File: config.mk
export PLATFORM = sky130hd
export DESIGN_NAME = cpu_controller_flat
export DESIGN_NICKNAME = d
export VERILOG_FILES = /design/src/rtl/cpu_pkg.sv /design/src/rtl/cpu_controller_if.sv /design/src/rtl/cpu_decoder.sv /design/src/rtl/cpu_controller.sv /design/src/flat_wrapper.sv
export SDC_FILE = /design/constraint.sdc
export NUM_CORES = 1
export LEC_CHECK = 0
export ABC_AREA = 1
export CAP_MARGIN = 25
export CORE_MARGIN = 3
export CORE_UTILIZATION = 25
export CTS_CLUSTER_DIAMETER = 30
export CTS_CLUSTER_SIZE = 24
export DETAILED_ROUTE_END_ITERATION = 7
export PLACE_DENSITY = 0.5
export SLEW_MARGIN = 20
export SYNTH_ARGS = -nofsm -noshare
export SYNTH_HDL_FRONTEND = slang
export SYNTH_SLANG_ARGS = --single-unit
File: constraint.sdc
create_clock -name clk -period 1.7 [get_ports clk]
set_input_delay 0.34 -clock clk [delete_from_list [all_inputs] [get_ports clk]]
set_output_delay 0.34 -clock clk [all_outputs]
set_load 0.05 [all_outputs]
File: src/rtl/cpu_pkg.sv
// Shared definitions for the MiniCPU control unit.
//   - opcode, ALU-op, write-back-select and FSM-state encodings
//   - instruction-register field positions
//   - decoder output record (dec_t)
package cpu_pkg;

  typedef enum logic [3:0] {
    OP_NOP  = 4'h0,
    OP_ADD  = 4'h1,
    OP_SUB  = 4'h2,
    OP_AND  = 4'h3,
    OP_OR   = 4'h4,
    OP_LDI  = 4'h5,
    OP_MOV  = 4'h6,
    OP_JZ   = 4'h7,
    OP_JMP  = 4'h8,
    OP_HALT = 4'hF
  } opcode_e;

  typedef enum logic [2:0] {
    ALU_ADD    = 3'b000,
    ALU_SUB    = 3'b001,
    ALU_AND    = 3'b010,
    ALU_OR     = 3'b011,
    ALU_PASS_B = 3'b100
  } alu_op_e;

  typedef enum logic [1:0] {
    WB_ALU  = 2'b00,
    WB_IMM  = 2'b01,
    WB_RSVD = 2'b10
  } wb_sel_e;

  typedef enum logic [2:0] {
    ST_IDLE   = 3'd0,
    ST_FETCH  = 3'd1,
    ST_DECODE = 3'd2,
    ST_EXEC   = 3'd3,
    ST_WB     = 3'd4,
    ST_HALT   = 3'd5
  } state_e;

  localparam int IR_OP_HI = 7;
  localparam int IR_OP_LO = 4;
  localparam int IR_RD_HI = 3;
  localparam int IR_RD_LO = 2;
  localparam int IR_RS_HI = 1;
  localparam int IR_RS_LO = 0;

  typedef struct packed {
    logic    writes_rf;
    wb_sel_e wb_sel;
    alu_op_e alu_op;
    logic    sets_z;
    logic    is_branch;
    logic    is_cond;
    logic    is_halt;
    logic    is_illegal;
  } dec_t;

endpackage

File: src/rtl/cpu_controller_if.sv
// Controller <-> instruction memory / register-file / ALU bus.
//   master : the controller (drives pc and datapath controls)
//   slave  : memory + datapath (drives instr and alu_zero)
interface cpu_controller_if #(
  parameter int PC_W = 4
);
  logic [7:0]      instr;
  logic            alu_zero;
  logic [PC_W-1:0] pc;
  logic [1:0]      rf_rd_addr1;
  logic [1:0]      rf_rd_addr2;
  logic            rf_we;
  logic [1:0]      rf_wr_addr;
  logic [2:0]      alu_op;
  logic [1:0]      wb_sel;
  logic [3:0]      imm;

  modport master (
    input  instr, alu_zero,
    output pc, rf_rd_addr1, rf_rd_addr2, rf_we, rf_wr_addr, alu_op, wb_sel, imm
  );

  modport slave (
    output instr, alu_zero,
    input  pc, rf_rd_addr1, rf_rd_addr2, rf_we, rf_wr_addr, alu_op, wb_sel, imm
  );
endinterface

File: src/rtl/cpu_decoder.sv
// Combinational opcode decoder.
//   opcode : IR[7:4]
//   dec    : control record for the FSM (write class, mux/ALU selects,
//            Z update, branch kind, halt, illegal)
module cpu_decoder
  import cpu_pkg::*;
(
  input  logic [3:0] opcode,
  output dec_t       dec
);

  always_comb begin
    dec        = '0;
    dec.alu_op = ALU_ADD;
    dec.wb_sel = WB_ALU;
    case (opcode)
      OP_NOP: ;
      OP_ADD: begin dec.writes_rf = 1'b1; dec.sets_z = 1'b1; dec.alu_op = ALU_ADD; end
      OP_SUB: begin dec.writes_rf = 1'b1; dec.sets_z = 1'b1; dec.alu_op = ALU_SUB; end
      OP_AND: begin dec.writes_rf = 1'b1; dec.sets_z = 1'b1; dec.alu_op = ALU_AND; end
      OP_OR:  begin dec.writes_rf = 1'b1; dec.sets_z = 1'b1; dec.alu_op = ALU_OR;  end
      OP_LDI: begin dec.writes_rf = 1'b1; dec.wb_sel = WB_IMM; end
      // MOV routes rs through the ALU but leaves Z alone
      OP_MOV: begin dec.writes_rf = 1'b1; dec.alu_op = ALU_PASS_B; end
      OP_JZ:  begin dec.is_branch = 1'b1; dec.is_cond = 1'b1; end
      OP_JMP: dec.is_branch = 1'b1;
      OP_HALT: dec.is_halt = 1'b1;
      default: dec.is_illegal = 1'b1;  // 0x9..0xE
    endcase
  end

endmodule

File: src/rtl/cpu_controller.sv
// MiniCPU multi-cycle control unit.
// Sequences FETCH -> DECODE -> EXEC -> WB per instruction, owns pc and Z.
//   clk, rst_n : clock, async active-low reset
//   start      : pulse; leaves IDLE/HALT, restarts at pc=0 (ignored when busy)
//   busy       : in FETCH/DECODE/EXEC/WB
//   halted     : in HALT
//   illegal    : sticky undefined-opcode flag, cleared by start/reset
//   bus        : memory/datapath bus (master side)
module cpu_controller
  import cpu_pkg::*;
#(
  parameter int PC_W = 4
) (
  input  logic             clk,
  input  logic             rst_n,
  input  logic             start,
  output logic             busy,
  output logic             halted,
  output logic             illegal,
  cpu_controller_if.master bus
);

  state_e          state;
  logic [7:0]      ir;
  logic [PC_W-1:0] pc_q;
  logic            z_q;
  logic            we_q;
  logic            ill_q;
  alu_op_e         alu_op_q;
  wb_sel_e         wb_sel_q;

  dec_t dec;

  cpu_decoder u_dec (
    .opcode (ir[IR_OP_HI:IR_OP_LO]),
    .dec    (dec)
  );

  logic            uses_alu;
  logic            taken;
  logic [PC_W-1:0] target;
  logic [PC_W-1:0] pc_inc;

  // alu_op only moves for instructions that actually drive the ALU;
  // otherwise it keeps its previous value.
  assign uses_alu = dec.sets_z || (dec.writes_rf && dec.wb_sel == WB_ALU);
  assign taken    = dec.is_branch && (!dec.is_cond || z_q);
  assign target   = PC_W'(ir[IR_RD_HI:IR_RS_LO]);
  assign pc_inc   = pc_q + PC_W'(1);

  always_ff @(posedge clk or negedge rst_n) begin
    if (!rst_n) begin
      state    <= ST_IDLE;
      ir       <= 8'h00;
      pc_q     <= '0;
      z_q      <= 1'b0;
      we_q     <= 1'b0;
      ill_q    <= 1'b0;
      alu_op_q <= ALU_ADD;
      wb_sel_q <= WB_ALU;
    end else begin
      we_q <= 1'b0;  // write enable lives for the WB cycle only
      case (state)
        ST_IDLE, ST_HALT: begin
          if (start) begin
            state <= ST_FETCH;
            pc_q  <= '0;
            z_q   <= 1'b0;
            ill_q <= 1'b0;
          end
        end
        ST_FETCH: begin
          ir    <= bus.instr;
          state <= ST_DECODE;
        end
        ST_DECODE: begin
          if (uses_alu)       alu_op_q <= dec.alu_op;
          if (dec.writes_rf)  wb_sel_q <= dec.wb_sel;
          if (dec.is_illegal) ill_q    <= 1'b1;
          state <= ST_EXEC;
        end
        ST_EXEC: begin
          if (dec.sets_z) z_q <= bus.alu_zero;
          we_q  <= dec.writes_rf;
          state <= ST_WB;
        end
        ST_WB: begin
          // halt and illegal both park in HALT with pc held
          if (dec.is_halt || dec.is_illegal) begin
            state <= ST_HALT;
          end else begin
            pc_q  <= taken ? target : pc_inc;
            state <= ST_FETCH;
          end
        end
        default: state <= ST_IDLE;
      endcase
    end
  end

  assign bus.pc          = pc_q;
  assign bus.rf_rd_addr1 = ir[IR_RD_HI:IR_RD_LO];
  assign bus.rf_rd_addr2 = ir[IR_RS_HI:IR_RS_LO];
  assign bus.rf_wr_addr  = ir[IR_RD_HI:IR_RD_LO];
  assign bus.imm         = {2'b00, ir[IR_RS_HI:IR_RS_LO]};
  assign bus.rf_we       = we_q;
  assign bus.alu_op      = alu_op_q;
  assign bus.wb_sel      = wb_sel_q;

  assign busy    = (state == ST_FETCH) || (state == ST_DECODE) ||
                   (state == ST_EXEC)  || (state == ST_WB);
  assign halted  = (state == ST_HALT);
  assign illegal = ill_q;

endmodule

File: src/flat_wrapper.sv
// flat-port wrapper written by rule: the top's interface ports become plain ports
module cpu_controller_flat import cpu_pkg::*;
#(
  parameter int PC_W = 4
)
  (clk, rst_n, start, busy, halted, illegal, bus_instr, bus_alu_zero, bus_pc, bus_rf_rd_addr1, bus_rf_rd_addr2, bus_rf_we, bus_rf_wr_addr, bus_alu_op, bus_wb_sel, bus_imm);
  cpu_controller_if #(.PC_W(PC_W)) bus_i ();
  input  logic clk;
  input  logic rst_n;
  input  logic start;
  output logic busy;
  output logic halted;
  output logic illegal;
  input wire logic [$bits(bus_i.instr)-1:0] bus_instr;
  input wire logic [$bits(bus_i.alu_zero)-1:0] bus_alu_zero;
  output wire logic [$bits(bus_i.pc)-1:0] bus_pc;
  output wire logic [$bits(bus_i.rf_rd_addr1)-1:0] bus_rf_rd_addr1;
  output wire logic [$bits(bus_i.rf_rd_addr2)-1:0] bus_rf_rd_addr2;
  output wire logic [$bits(bus_i.rf_we)-1:0] bus_rf_we;
  output wire logic [$bits(bus_i.rf_wr_addr)-1:0] bus_rf_wr_addr;
  output wire logic [$bits(bus_i.alu_op)-1:0] bus_alu_op;
  output wire logic [$bits(bus_i.wb_sel)-1:0] bus_wb_sel;
  output wire logic [$bits(bus_i.imm)-1:0] bus_imm;
  assign bus_i.instr = bus_instr;
  assign bus_i.alu_zero = bus_alu_zero;
  assign bus_pc = bus_i.pc;
  assign bus_rf_rd_addr1 = bus_i.rf_rd_addr1;
  assign bus_rf_rd_addr2 = bus_i.rf_rd_addr2;
  assign bus_rf_we = bus_i.rf_we;
  assign bus_rf_wr_addr = bus_i.rf_wr_addr;
  assign bus_alu_op = bus_i.alu_op;
  assign bus_wb_sel = bus_i.wb_sel;
  assign bus_imm = bus_i.imm;
  cpu_controller #(.PC_W(PC_W)) u_core (.clk(clk), .rst_n(rst_n), .start(start), .busy(busy), .halted(halted), .illegal(illegal), .bus(bus_i));
endmodule
* Word level (Yosys, flattened, before mapping)
Cells that the tools add are included.
** Word-level totals
- Register bits :: 23
- Output and inout port bits :: 23
** Operators by class
- Add/subtract/negate cells :: 1
- Equality and inequality tests :: 18
- Multiplexer cells :: 21
- Reduce and logical (&&, ||, !) cells :: 25
** Operators with widths (number)
- equality test 4 x 3 -> 1 bit (second input constant) :: 4
- one-hot mux 3 bit (5 select lines) :: 1
- two-way mux 4 bit :: 3
- one-hot mux 3 bit (4 select lines) :: 1
- two-way mux 1 bit :: 11
- OR reduction 10 bit :: 1
- AND reduction 3 bit :: 3
- equality test 4 x 2 -> 1 bit (second input constant) :: 2
- equality test 4 bit (second input constant) :: 2
- one-hot mux 4 bit (2 select lines) :: 1
- equality test 3 x 2 -> 1 bit (second input constant) :: 2
- equality test 3 bit (second input constant) :: 2
- logical OR 1 bit :: 6
- two-way mux 3 bit :: 2
- inequality test 2 bit (second input constant) :: 3
- nonzero test 2 bit :: 3
- OR reduction 6 bit :: 1
- adder 4 x 1 -> 4 bit (second input constant) :: 1
- equality test 4 x 1 -> 1 bit (second input constant) :: 1
- zero test 4 bit :: 1
- one-hot mux 1 bit (2 select lines) :: 2
- AND reduction 2 bit :: 2
- OR reduction 2 bit :: 2
- OR reduction 4 bit :: 1
- 6 further kinds :: 7

* Logic depth before layout (Yosys ltp)
Gate-level depths: netlist (run 1).
- Depth after elaboration :: 8
- Mapped depth :: 8
- Depth with buffers taken out :: 8

* By module
A second synthesis (run 1) with hierarchy kept.
** Second synthesis, totals
- Cells, all modules :: 164
- Area, all modules :: 1367.6 um^2
** Modules (own cells, without submodules)
- cpu_controller :: times used 1, cells each 139, area an instance 1252.5 um^2
- cpu_decoder :: times used 1, cells each 25, area an instance 115.1 um^2

* Worst setup path before layout (run 1)
No wires, ideal clock.
- Kind :: reg2out
- Start :: register u_core.state[2]
- End :: output port busy
- Arrival :: 1.247 ns
- Setup slack :: 0.113 ns
- Cell stages (with the launch flop) :: 5
- Buffers on the path :: 1
- Cells stage by stage :: dfrtp_1 -> inv_1 -> nand3_2 -> buf_4 -> nand4_1
** On the way
- Cells in the longest elaborated chain, start to end :: 4
** RTL lines
- start, declared :: RTL line cpu_controller.sv:23 : state_e state;
- start signal, assigned :: RTL line cpu_controller.sv:53 : state <= ST_IDLE;
- start signal, assigned :: RTL line cpu_controller.sv:66 : state <= ST_FETCH;
- start signal, assigned :: RTL line cpu_controller.sv:74 : state <= ST_DECODE;
- equality test 3 x 1 -> 1 bit / equality test 3 x 2 -> 1 bit (equally long branches) :: RTL line cpu_controller.sv:110 : assign busy = (state == ST_FETCH) || (state == ST_DECODE) ||
- logical OR 1 bit (2 in series) :: RTL line cpu_controller.sv:110
- logical OR 1 bit * :: RTL line cpu_controller.sv:111 : (state == ST_EXEC) || (state == ST_WB);
- end, declared :: RTL line flat_wrapper.sv:11 : output logic busy;
Mark *: on every way between the ends. The rest lies on a longest branch, timed or not.

* Worst setup path in the final report (run 1)
- Start :: register u_core.state[1]
- End :: output port busy
The elaborated chain is that of the path after synthesis.

==> out/qor.csv, run 1 <==
stage;metric;value;unit
status;outcome;finished, final reports clean;
timing;hold_viol_final;0;
synth;synthSimpleGateAreaFrac;33.7;%
layout;final_cell_area;0.00164;mm²
place;hpwl;2080;µm
synth;yosys_warnings;0;
synth;yosysMostFrequentCell;nand2_1;
floorplan;fp.coreArea;0.00456;mm²
power_and_ir_drop;max-vdd-ir-drop;0.641;mV
floorplan;initial_core_util;26.9;%
place;gp_congestion;0.815;
synth;seq_area_frac_synth;44.8;%
synth;synth_top_flop_cell;dfrtp_1;
setup_path;path_max_fanout;5;
clock_tree;clock-sinks;22;
layout;multi_input_area;559;µm²
timing;period_needed;1.65;ns
power_and_ir_drop;p_per_area;2050;mW/mm²
layout;seqCellArea;552;µm²
routing;drt_pass1_iterations;4;
synth;synth_top_family_by_area;simple AND/OR/NAND/NOR gates;
floorplan;fp.dieArea;0.00580;mm²
floorplan;ioPinCount;35;
clock_tree;h-tree-depth;1;
run;max-cap-violations;0;
place;pre_cts_ws;0.273;ns
timing;finClkSkew;0.00320;ns
global_routing;antenna_found_initial;0;
synth;synth_cell_types;28;
clock_tree;clockRootBuffer;clkbuf_8;
synth;synth_top_area_share;44.8;%
setup_path;cp_top_family;flip-flops;
timing;max_freq;607;MHz
routing;antenna_left;0;
synth;ys_ff_latch;22;
floorplan;rows;24;
clock_tree;cts-buffers-inserted;3;
setup_path;endpoint_kind;primary output;
synth;synthAdderAreaFrac;1.02;%
clock_tree;cts.path.max_buffers;2;
timing;setup_viol;0;
global_routing;grtUsageTotal;10.0;%
synth;muxShareOfSynthArea;1.83;%
timing;tns;0;ns
floorplan;die_h;76.1;µm
routing;drc;0;
layout;syn2layout_area_growth;33.5;%
timing;final-max-slew-violation-count;0;
floorplan;die_w;76.1;µm
synth;syn_area_per_cell;8.09;µm²
synth;synth_edf_count;0;
setup_path;cp.arrival;1.31;ns
global_routing;overflow;0;
power_and_ir_drop;power.leakage;0.818;nW
setup_path;worstPathCellList;inv_2, nand2_4, nor2_4, inv_1, nand4_1, buf_12;
synth;yosys-top-cells-area;dfrtp_1 45%, nand2_1 12%, nand3_1 7.7%;
setup_path;max_stage_delay;0.42;ns
synth;synthesis.instances;152;
setup_path;worstPathRequired;1.36;ns
synth;synth_area_leader_cell;dfrtp_1;
clock_tree;cts_tree;yes;
place;dpl_cell_area;0.00156;mm²
clock_tree;hold_buffers;0;
synth;synth-xor-area-share;0.712;%
routing;drt_iter0_markers;39;
setup_path;cp_num_buf_inv;3;
routing;routed-via-count;1046;
setup_path;slowest_stage;dfrtp_1;
routing;via_per_inst;4.25;
routing;drt-wirelength-per-cell;11.3;µm
global_routing;grt_pass1_wl;4840;µm
worst_hold_path;hold_path_class;primary input to asynchronous set/reset pin;
synth;synth_compound_area_share;5.70;%
global_routing;grt_pass1_vias;1076;
global_routing;grt_start_max_net_pins;23;
layout;drive_gt1_share;26.5;%
setup_path;crit-reg2reg-launch;u_core.state[2];
setup_path;critPathKind;flip-flop to primary output;
timing;hold-worst-slack;0.435;ns
layout;fin_nets;196;
synth;async_reset_ff_share;100;%
clock_tree;path_clk_slew;0.08;ns
synth;syn_area;0.00123;mm²
routing;routed_wl;2790;µm
layout;antenna_cells;0;
setup_path;startpoint_type;flip-flop;
timing;layout_setup_ws;0.0522;ns
place;io_buffers;31;
timing;period_share;96.9;%
setup_path;worstSetupStartpoint;u_core.state[1];
synth;synth_common_cells;39 x nand2_1, 22 x dfrtp_1, 19 x nand3_1, 12 x buf_4;
clock_tree;insertion_delay;0.26;ns
layout;fill_cells;502;
==> final timing paths <==
path                                        end  slack, ns  cells past startpoint
setup reg to reg                   u_core.ir[1]       0.37                      4
hold reg to reg            u_core.bus.alu_op[1]       0.48                      2
setup / recovery                           busy       0.05                      6
max in group asynchronous       u_core.state[0]       1.02                      2
hold / removal                 u_core.bus.rf_we       0.44                      2
min in group clk           u_core.bus.alu_op[1]       0.48                      2
==> flip-flops by register name, summed over array words and instances (netlist names) <==
signal / cells
u_core.bus.rf_we: 1
u_core.bus.pc: 4
u_core.ir: 8
u_core.state: 3
u_core.illegal: 1
u_core.bus.wb_sel: 1
u_core.z_q: 1
u_core.bus.alu_op: 3
==> per-stage QoR <==
stage,std cells,power [mW],util [%]
global placement,240,2.96,34.1
floorplan,154,2.47,-
finish,246,3.37,36.0
global route,246,3.61,36.0
CTS,243,3.34,35.2
detailed placement,240,2.99,34.1
==> area by class of cell <==
cell class              count  share of cell area [%]
repair buffers             37                    21.6
inverters                  14                    3.20
multi-input cells         105                    34.1
flip-flops and latches     22                    33.6
clock buffers               3                    2.52
well taps                  65                    4.95
==> per-layer routing <==
layer  up-vias  routed length (µm)  global-route usage [%]
li1        542                   -                       -
met1       474                1300                    12.9
met2        26                1310                    15.3
met3         4                 147                    3.43
met4         0                  32                    4.17
met5         -                   0                       0
==> power by group <==
| group | leakage (nW) | switching (mW) | internal, mW |
|---|---|---|---|
| Sequential | 0.274 | 0.246 | 0.736 |
| Combinational | 0.523 | 1.35 | 0.717 |
| Clock | 0.0216 | 0.160 | 0.158 |
| Total | 0.818 | 1.76 | 1.61 |
==> cell usage in the layout, fill, tap and decap left out, drive strengths merged <==
cell type | synthesis | final
nor4 | 1 | 1
buf | 13 | 26
ha | 1 | 1
nand4 | 4 | 4
nor2 | 14 | 14
nand3 | 23 | 23
clkinv | 1 | 1
nand2 | 42 | 42
nand3b | 1 | 1
a21oi | 6 | 6
mux2 | 2 | 2
o31ai | 1 | 1
nor3 | 1 | 1
xnor2 | 1 | 1
conb | 1 | 3
clkdlybuf4s50 | 0 | 11
o21ai | 2 | 2
inv | 13 | 13
o21a | 1 | 1
a31oi | 1 | 1
o2bb2ai | 1 | 1
dfrtp | 22 | 22
clkbuf | 0 | 3
==> worst register-to-register path, delay by kind of cell (launching register included) <==
| kind | cells | cell delay [ns] |
|---|---|---|
| buffers and inverters | 2 | 0.32 |
| AND/OR/NAND/NOR | 1 | 0.08 |
| multiplexers | 1 | 0.36 |
| flip-flops | 1 | 0.47 |
==> cells by family (layout without fill, tap and decap cells) <==
logic type / after synthesis / in the layout
simple gates: 86 / 86
other cells: 1 / 3
xor+xnor: 1 / 1
compound gates: 12 / 12
fa+ha+maj: 1 / 1
mux: 2 / 2
flops: 22 / 22
buf+inv: 27 / 54
==> timing repair <==
action / CTS / global route
gates resized for setup: 2 / 5
pin swaps: 0 / 1
setup endpoints to repair: 1 / 1
setup buffers: 0 / 3
Power figures use the tool's default switching activity.
==> run 2: changes to the inputs <==
--- a/config.mk
+++ b/config.mk
@@ -13,6 +13,8 @@
 export CTS_CLUSTER_SIZE = 24
 export DETAILED_ROUTE_END_ITERATION = 7
 export PLACE_DENSITY = 0.5
+export SETUP_SLACK_MARGIN = 0.2
+export SKIP_LAST_GASP = 1
 export SLEW_MARGIN = 20
 export SYNTH_ARGS = -nofsm -noshare
 export SYNTH_HDL_FRONTEND = slang
==> run 2 against run 1 <==
Sequential share of layout area down 1.9 points. Critical endpoint unchanged. Die area unchanged. Highest routed layer unchanged. Maximum frequency up 3.0%.
==> out/qor.csv, run 2 (synthesis gave the netlist of run 1 again) <==
stage;metric;value;unit
routing;drt_iter0_markers;37;
timing;final-max-slew-violation-count;0;
clock_tree;cts-buffers-inserted;3;
global_routing;grt_pass1_wl;5090;µm
clock_tree;clock-sinks;22;
setup_path;endpoint_kind;primary output;
place;io_buffers;31;
clock_tree;cts_tree;yes;
setup_path;path_max_fanout;4;
setup_path;crit-reg2reg-launch;u_core.state[0];
floorplan;fp.coreArea;0.00456;mm²
clock_tree;insertion_delay;0.26;ns
timing;finClkSkew;0.00266;ns
timing;layout_setup_ws;0.101;ns
global_routing;overflow;0;
routing;antenna_left;0;
routing;routed_wl;3000;µm
run;max-cap-violations;0;
global_routing;grt_pass1_vias;1152;
routing;drt-wirelength-per-cell;11.8;µm
setup_path;critPathKind;flip-flop to primary output;
timing;hold_viol_final;0;
routing;drc;0;
timing;period_share;94.1;%
timing;tns;0;ns
setup_path;worstPathRequired;1.36;ns
place;pre_cts_ws;0.223;ns
floorplan;rows;24;
routing;routed-via-count;1114;
power_and_ir_drop;power.leakage;0.861;nW
floorplan;fp.dieArea;0.00580;mm²
place;gp_congestion;0.801;
clock_tree;path_clk_slew;0.08;ns
clock_tree;cts.path.max_buffers;2;
timing;rsz0062_at_grt;true;
place;hpwl;2140;µm
floorplan;die_w;76.1;µm
layout;syn2layout_area_growth;41.6;%
layout;fin_nets;205;
floorplan;die_h;76.1;µm
layout;layout_commonest_cell;nand2_1;
timing;max_freq;625;MHz
power_and_ir_drop;max-vdd-ir-drop;1.12;mV
layout;largest_register;u_core.ir;
setup_path;rr_endpoint;u_core.bus.pc[1];
setup_path;regToRegSetupSlack;0.24;ns
floorplan;initial_core_util;26.9;%
floorplan;ioPinCount;35;
clock_tree;h-tree-depth;1;
clock_tree;clockRootBuffer;clkbuf_8;
global_routing;antenna_found_initial;0;
timing;period_needed;1.60;ns
routing;drt_pass1_iterations;4;
worst_hold_path;hold_path_class;primary input to asynchronous set/reset pin;
status;outcome;finished, final reports clean;
global_routing;grtUsageTotal;10.6;%
setup_path;r2r.worst_path.cells;9;
global_routing;grt_start_max_net_pins;23;
layout;largest_reg_flops;8;
setup_path;startpoint_type;flip-flop;
routing;via_per_inst;4.37;
layout;drive_gt1_share;31.1;%
timing;setup_viol;0;
power_and_ir_drop;p_per_area;2060;mW/mm²
layout;antenna_cells;0;
layout;mostFrequentLayoutCells;38 x nand2_1, 29 x buf_4, 21 x dfrtp_1, 17 x nand3_1, 11 x clkdlybuf4s50_1;
setup_path;cp.arrival;1.26;ns
clock_tree;hold_buffers;0;
run 2: power by group:
group,internal (mW),switching [mW]
Clock,0.158,0.164
Combinational,0.855,1.43
Sequential,0.736,0.249
run 2: cell type report:
| cell class | count | area [µm²] |
|---|---|---|
| Sequential cell | 22 | 552 |
| Multi-Input combinational cell | 105 | 582 |
| Clock buffer | 3 | 41.3 |
| Timing Repair Buffer | 46 | 430 |
| Fill cell | 486 | 2820 |
| Inverter | 14 | 55.1 |
| Tap cell | 65 | 81.3 |
run 2: worst max path at each step:
stage                                from    to  slack [ns]  depth (start not counted)
after global placement    u_core.state[1]  busy        0.29                          6
after global routing      u_core.state[1]  busy        0.02                          6
after floorplan           u_core.state[2]  busy        0.16                          4
final                     u_core.state[2]  busy        0.10                          4
after detailed placement  u_core.state[1]  busy        0.22                          6
after CTS                 u_core.state[0]  busy        0.13                          4
run 2: routing by layer:
| layer | vias up | GRT usage (%) | share of wire (%) |
|---|---|---|---|
| met5 | - | 0 | 0 |
| li1 | 565 | - | - |
| met1 | 519 | 13.5 | 45 |
| met4 | 0 | 4.17 | 1.3 |
| met2 | 26 | 17.5 | 48 |
| met3 | 4 | 2.60 | 5.1 |
run 2: what timing repair did:
item / CTS / global route
pin swaps: 3 / 4
endpoints found under the setup margin: 2 / 4
resized for setup: 9 / 4
setup buffers: 11 / 1
run 2: stage by stage:
step	total power [mW]	utilization [%]	instance area (µm²)	hold slack, ns	cells
4_1_cts	3.55	37.6	1720	0.433	254
2_1_floorplan	2.49	-	1240	0.0444	154
5_1_grt	3.84	38.2	1740	0.463	255
6_report	3.59	38.2	1740	0.430	255
3_3_place_gp	2.96	34.2	1560	0.464	240
3_5_place_dp	2.99	34.2	1560	0.466	240
run 2: critical path: stages (launching register included):
cell and delay [ns]:
dfrtp_1 0.44, inv_2 0.16, nand3_4 0.10, nand4_1 0.15, buf_12 0.15
==> run 3: changes to the inputs <==
--- a/config.mk
+++ b/config.mk
@@ -14,7 +14,6 @@
 export DETAILED_ROUTE_END_ITERATION = 7
 export PLACE_DENSITY = 0.5
 export SETUP_SLACK_MARGIN = 0.2
-export SKIP_LAST_GASP = 1
 export SLEW_MARGIN = 20
 export SYNTH_ARGS = -nofsm -noshare
 export SYNTH_HDL_FRONTEND = slang
==> results of run 3 <==
The final DEF is identical to that of run 2; final timing and power are the same.
